## config.mk

```make
export PLATFORM = sky130hd
export DESIGN_NAME = serie_paralelo_rx
export DESIGN_NICKNAME = d
export VERILOG_FILES = /design/src/rtl/serie_paralelo_rx.sv
export SDC_FILE = /design/constraint.sdc
export NUM_CORES = 1
export LEC_CHECK = 0
export ABC_AREA = 0
export BUFFER_PORTS_ARGS = -buffer_cell sky130_fd_sc_hd__buf_2
export CORE_MARGIN = 2
export CORE_UTILIZATION = 43
export CTS_BUF_LIST = sky130_fd_sc_hd__clkbuf_8
export DETAILED_ROUTE_END_ITERATION = 7
export PLACE_DENSITY = 0.65
export SYNTH_ARGS = -nofsm -noshare
export SYNTH_HDL_FRONTEND = slang
export SYNTH_SLANG_ARGS = --single-unit
```

## constraint.sdc

```tcl
create_clock -name clk_8f -period 2 [get_ports clk_8f]
set_input_delay 0.4 -clock clk_8f [delete_from_list [all_inputs] [get_ports clk_8f]]
set_output_delay 0.4 -clock clk_8f [all_outputs]
set_load 0.02 [all_outputs]
```

## src/rtl/serie_paralelo_rx.sv

```systemverilog
// ---------------------------------------------------------------------------
// serie_paralelo_rx : per-lane serial-to-parallel receiver with COM byte lock
// Revision 1.0
// ---------------------------------------------------------------------------
`default_nettype none

module serie_paralelo_rx #(
  parameter logic [7:0] COM       = 8'hBC,
  parameter int         COM_COUNT = 4
) (
  input  logic       clk_8f,
  input  logic       reset,
  input  logic       data_in,
  output logic [7:0] data_out,
  output logic       valid_out,
  output logic       active
);

  localparam logic [1:0] SEARCH = 2'd0;
  localparam logic [1:0] ALIGN  = 2'd1;
  localparam logic [1:0] LOCKED = 2'd2;

  localparam logic [3:0] COM_CNT = 4'(COM_COUNT);

  logic [1:0] state;
  logic [7:0] sr;
  logic [2:0] bc;
  logic [3:0] cnt;

  logic [7:0] word;
  logic [3:0] cnt_inc;
  logic       boundary;
  logic       is_com;

  // word is the byte that completes on the current edge
  assign word     = {sr[6:0], data_in};
  assign cnt_inc  = cnt + 4'd1;
  assign boundary = (bc == 3'd7);
  assign is_com   = (word == COM);

  always_ff @(posedge clk_8f) begin
    if (!reset) begin
      state     <= SEARCH;
      sr        <= 8'h00;
      bc        <= 3'd0;
      cnt       <= 4'd0;
      data_out  <= 8'h00;
      valid_out <= 1'b0;
      active    <= 1'b0;
    end else begin
      sr <= word;
      bc <= bc + 3'd1;
      case (state)
        SEARCH: begin
          // sliding match at every bit offset; a hit defines the byte phase
          if (is_com) begin
            bc  <= 3'd0;
            cnt <= 4'd1;
            if (COM_CNT == 4'd1) begin
              state  <= LOCKED;
              active <= 1'b1;
            end else begin
              state <= ALIGN;
            end
          end
        end
        ALIGN: begin
          if (boundary) begin
            if (is_com) begin
              cnt <= cnt_inc;
              if (cnt_inc == COM_CNT) begin
                state  <= LOCKED;
                active <= 1'b1;
              end
            end else begin
              state <= SEARCH;
              cnt   <= 4'd0;
            end
          end
        end
        LOCKED: begin
          // COM bytes are idle fill: drop valid but keep the last data byte
          if (boundary) begin
            if (is_com) begin
              valid_out <= 1'b0;
            end else begin
              data_out  <= word;
              valid_out <= 1'b1;
            end
          end
        end
        default: begin
          state <= SEARCH;
          cnt   <= 4'd0;
        end
      endcase
    end
  end

endmodule

`default_nettype wire
```

==> metrics.json <==
{
  "status": {"value": "complete, no violations"},
  "rsz0062_at_grt": {"value": "no"},
  "synth_sequential_area_ratio": {"value": 42.2, "unit": "%"},
  "cts_resized": {"value": 0},
  "final_weighted_congestion_of_routability_driven_global_placement": {"value": 0.854},
  "timing.clock.skew": {"value": 0.00351, "unit": "ns"},
  "mappedNetlistArea": {"value": 1230, "unit": "sq um"},
  "cts.clk_slew.worst_paths": {"value": 0.09, "unit": "ns"},
  "timing.final.crit_share": {"value": 91.5, "unit": "%"},
  "port-buffer-count": {"value": 12},
  "layout_min_cycle_time": {"value": 1.83, "unit": "ns"},
  "drc_violation_count_after_routing": {"value": 0},
  "cp_data_arrival_time": {"value": 2.02, "unit": "ns"},
  "power.density_cell_area": {"value": 654, "unit": "nW/um^2"},
  "die_area": {"value": 3310, "unit": "sq um"},
  "tritoncts_sinks": {"value": 26},
  "synthDistinctLibCells": {"value": 42},
  "wire_per_inst": {"value": 14.3, "unit": "microns"},
  "fp.dieW": {"value": 57.5, "unit": "microns"},
  "setup.worst_path.class": {"value": "reg2reg"},
  "clock_path_buffers": {"value": 2},
  "worst_path_most_repeated_cell": {"value": "sky130_fd_sc_hd__ha_1"},
  "hold_class": {"value": "in2reg"},
  "critPathCaptureType": {"value": "flop"},
  "worstPathRequired": {"value": 2.19, "unit": "ns"},
  "layout.cells.non_filler": {"value": 174},
  "max_cap_violations": {"value": 0},
  "hold_path.startpoint": {"value": "data_in"},
  "final_net_count": {"value": 151},
  "tritoncts": {"value": "yes"},
  "timing_hold_violations_final": {"value": 0},
  "grt_first_pass_wirelength": {"value": 4400, "unit": "microns"},
  "worstSkewPairLatency": {"value": 0.27, "unit": "ns"},
  "syn2layout_area_growth": {"value": 12.6, "unit": "%"},
  "dp_cells": {"value": 170},
  "synth_fp_nets": {"value": 136},
  "cp_top_family": {"value": "compound AO/OA/AOI/OAI gates"},
  "synth_edf_count": {"value": 0},
  "peak_vdd_ir": {"value": 651, "unit": "uV"},
  "h-tree-depth": {"value": 1},
  "critical_path.reg2reg.startpoint": {"value": "bc[0]"},
  "crit_buf_inv": {"value": 0},
  "cts_inserted_buffers": {"value": 3},
  "slew_headroom": {"value": 64.1, "unit": "%"},
  "drtAntennaViolNets": {"value": 0},
  "globalRouteTotalUtil": {"value": 17.0, "unit": "%"},
  "syn-instance-count": {"value": 129},
  "synthArstFlopShare": {"value": 0, "unit": "%"},
  "post_cts_buffers": {"value": 0},
  "reg2reg_setup_slack": {"value": 0.17, "unit": "ns"},
  "cts_root_buffer": {"value": "sky130_fd_sc_hd__clkbuf_8"},
  "grt_remaining_overflow": {"value": 0},
  "sequential_cell_area": {"value": 520, "unit": "sq um"},
  "detailed_place_hpwl": {"value": 1800, "unit": "microns"},
  "worst_path_max_delay_cell": {"value": "sky130_fd_sc_hd__or3b_2"},
  "syn_avg_cell_area": {"value": 9.55, "unit": "sq um"},
  "ys.warnings.count": {"value": 0},
  "finalSetupTns": {"value": 0, "unit": "ns"},
  "viasPerCell": {"value": 5.71},
  "core_area": {"value": 2730, "unit": "sq um"},
  "final_layout_size_suffix_gt1_share": {"value": 18.9, "unit": "%"},
  "num-fill-cells": {"value": 255},
  "pin_count_of_the_biggest_net_entering_global_routing": {"value": 17},
  "setup_ws": {"value": 0.170, "unit": "ns"},
  "critical_path.cell_chain": {"value": "ha_1, ha_1, or3b_2, a21oi_1, a211oi_1, a221oi_2"},
  "io_pins": {"value": 13},
  "total_leakage_power": {"value": 0.596, "unit": "nW"},
  "crit_path_start": {"value": "bc[0]"},
  "worst_pin_slew": {"value": 0.538, "unit": "ns"},
  "detail_route.first_pass.iterations": {"value": 4},
  "synth_seq_cells": {"value": 26},
  "dominantRegCellSynth": {"value": "sky130_fd_sc_hd__dfxtp_1"},
  "grt_pass1_vias": {"value": 963},
  "hold_buffers": {"value": 0},
  "critical_path.max_stage_delay": {"value": 0.47, "unit": "ns"},
  "peak_fanout_along_the_critical_path": {"value": 8},
  "fmax": {"value": 547, "unit": "MHz"},
  "number_of_antenna_violations_at_the_first_check_in_global_routing": {"value": 0},
  "core.rowCount": {"value": 19},
  "multi_input_comb_area": {"value": 661, "unit": "sq um"},
  "startpoint_type": {"value": "flop"},
  "setup_violations": {"value": 0},
  "initial_core_util": {"value": 45.1, "unit": "%"},
  "finalMaxSlewViolations": {"value": 0},
  "via_count": {"value": 993},
  "die_h": {"value": 57.5, "unit": "microns"},
  "initialDrtViolationCount": {"value": 21},
  "diode_count": {"value": 0},
  "placement.setup.worst_slack": {"value": 0.0878, "unit": "ns"},
  "drt_wl_total": {"value": 2490, "unit": "microns"}
}
==> synthesized netlist by cell type (all sizes together), types with 2 or more instances <==
cell     n  area share [%]
nor2b    2             1.0
clkbuf   3            0.91
nor4b    2             1.9
nand2b   3             1.5
nor4     3             1.5
ha       4             4.1
dfxtp   26              42
a21oi    6             2.4
and2     7             3.6
a211oi   2             1.2
nor2    12             3.7
nor3     2             1.2
buf      2            0.81
nand3b   5             3.0
nand2    3            0.91
a221oi   3             3.7
mux2i    6             4.9
o21ai    5             2.0
a21boi   3             1.8
a21o     3             1.8
inv      7             2.1
a22o     2             1.4
==> sequential cells by signal (all words and copies together), names as in the netlist <==
name,flops
cnt,4
sr,7
data_out,8
state,2
bc,3
valid_out,1
active,1
==> cell usage in the layout (no fill, tap or decap), types with 2 or more instances in the layout <==
cell type                  Yosys  layout
sky130_fd_sc_hd__a211oi_1      2       2
sky130_fd_sc_hd__a21boi_0      3       3
sky130_fd_sc_hd__a21o_1        3       3
sky130_fd_sc_hd__a21oi_1       6       6
sky130_fd_sc_hd__a221oi_2      3       3
sky130_fd_sc_hd__a22o_1        2       2
sky130_fd_sc_hd__and2_1        7       7
sky130_fd_sc_hd__buf_2         2      12
sky130_fd_sc_hd__buf_4         0       3
sky130_fd_sc_hd__clkbuf_8      0       4
sky130_fd_sc_hd__dfxtp_1      26      26
sky130_fd_sc_hd__ha_1          4       4
sky130_fd_sc_hd__inv_1         7       7
sky130_fd_sc_hd__mux2i_1       6       6
sky130_fd_sc_hd__nand2_1       3       3
sky130_fd_sc_hd__nand2b_1      3       3
sky130_fd_sc_hd__nand3b_1      5       5
sky130_fd_sc_hd__nor2_1       12      12
sky130_fd_sc_hd__nor2b_1       2       2
sky130_fd_sc_hd__nor4_1        3       3
sky130_fd_sc_hd__o21ai_0       5       5
==> per-layer routing <==
layer / routed length (microns) / global-route usage (%) / part of all wire (%)
met5: 0 / 0 / 0
met1: 1210 / 22.6 / 48
met3: 106 / 4.99 / 4.3
met4: 8 / 3.99 / 0.32
met2: 1170 / 27.3 / 47
==> worst reg2reg max path: cells and delay by family, from the launching register on <==
family                   cells  cell delay (ns)
AO/OA/AOI/OAI                3             0.48
adder cells (fa/ha/maj)      2             0.47
AND/OR/NAND/NOR              1             0.47
flip-flops                   1             0.32
==> cells by family after synthesis <==
family          share of synthesized area (%)
fa+ha+maj                                4.06
buf+inv                                  4.16
compound gates                           19.1
simple gates                             24.7
flops                                    42.2
mux                                      5.79
==> power breakdown <==
group | total (W) | switching, W | internal, W
clock | 0.000338 | 0.000162 | 0.000176
sequential | 0.000536 | 0.00000845 | 0.000527
combinational | 0.0000341 | 0.0000201 | 0.0000139
==> final timing paths <==
kind	to	cells after the start
worst max-delay path	cnt[2]	6
worst min-delay path	sr[0]	2
worst max register to register	cnt[2]	6
worst min register to register	bc[0]	1
==> cell type report <==
class | instances | area share, %
clock buffer | 4 | 3.97
inverter | 8 | 2.16
multi-input combinational | 90 | 47.6
timing repair buffer | 15 | 5.95
tap | 31 | 2.80
sequential | 26 | 37.5
==> stage by stage <==
step,area (sq um),hold slack [ns],power [W],util (%)
floorplan,1230,0.399,0.000570,-
global placement,1330,0.406,0.000579,48.7
detailed placement,1330,0.434,0.000582,48.7
CTS,1390,0.402,0.000912,50.8
global route,1390,0.427,0.000940,50.8
finish,1390,0.404,0.000908,50.8
(Power assumes the default switching activity.)
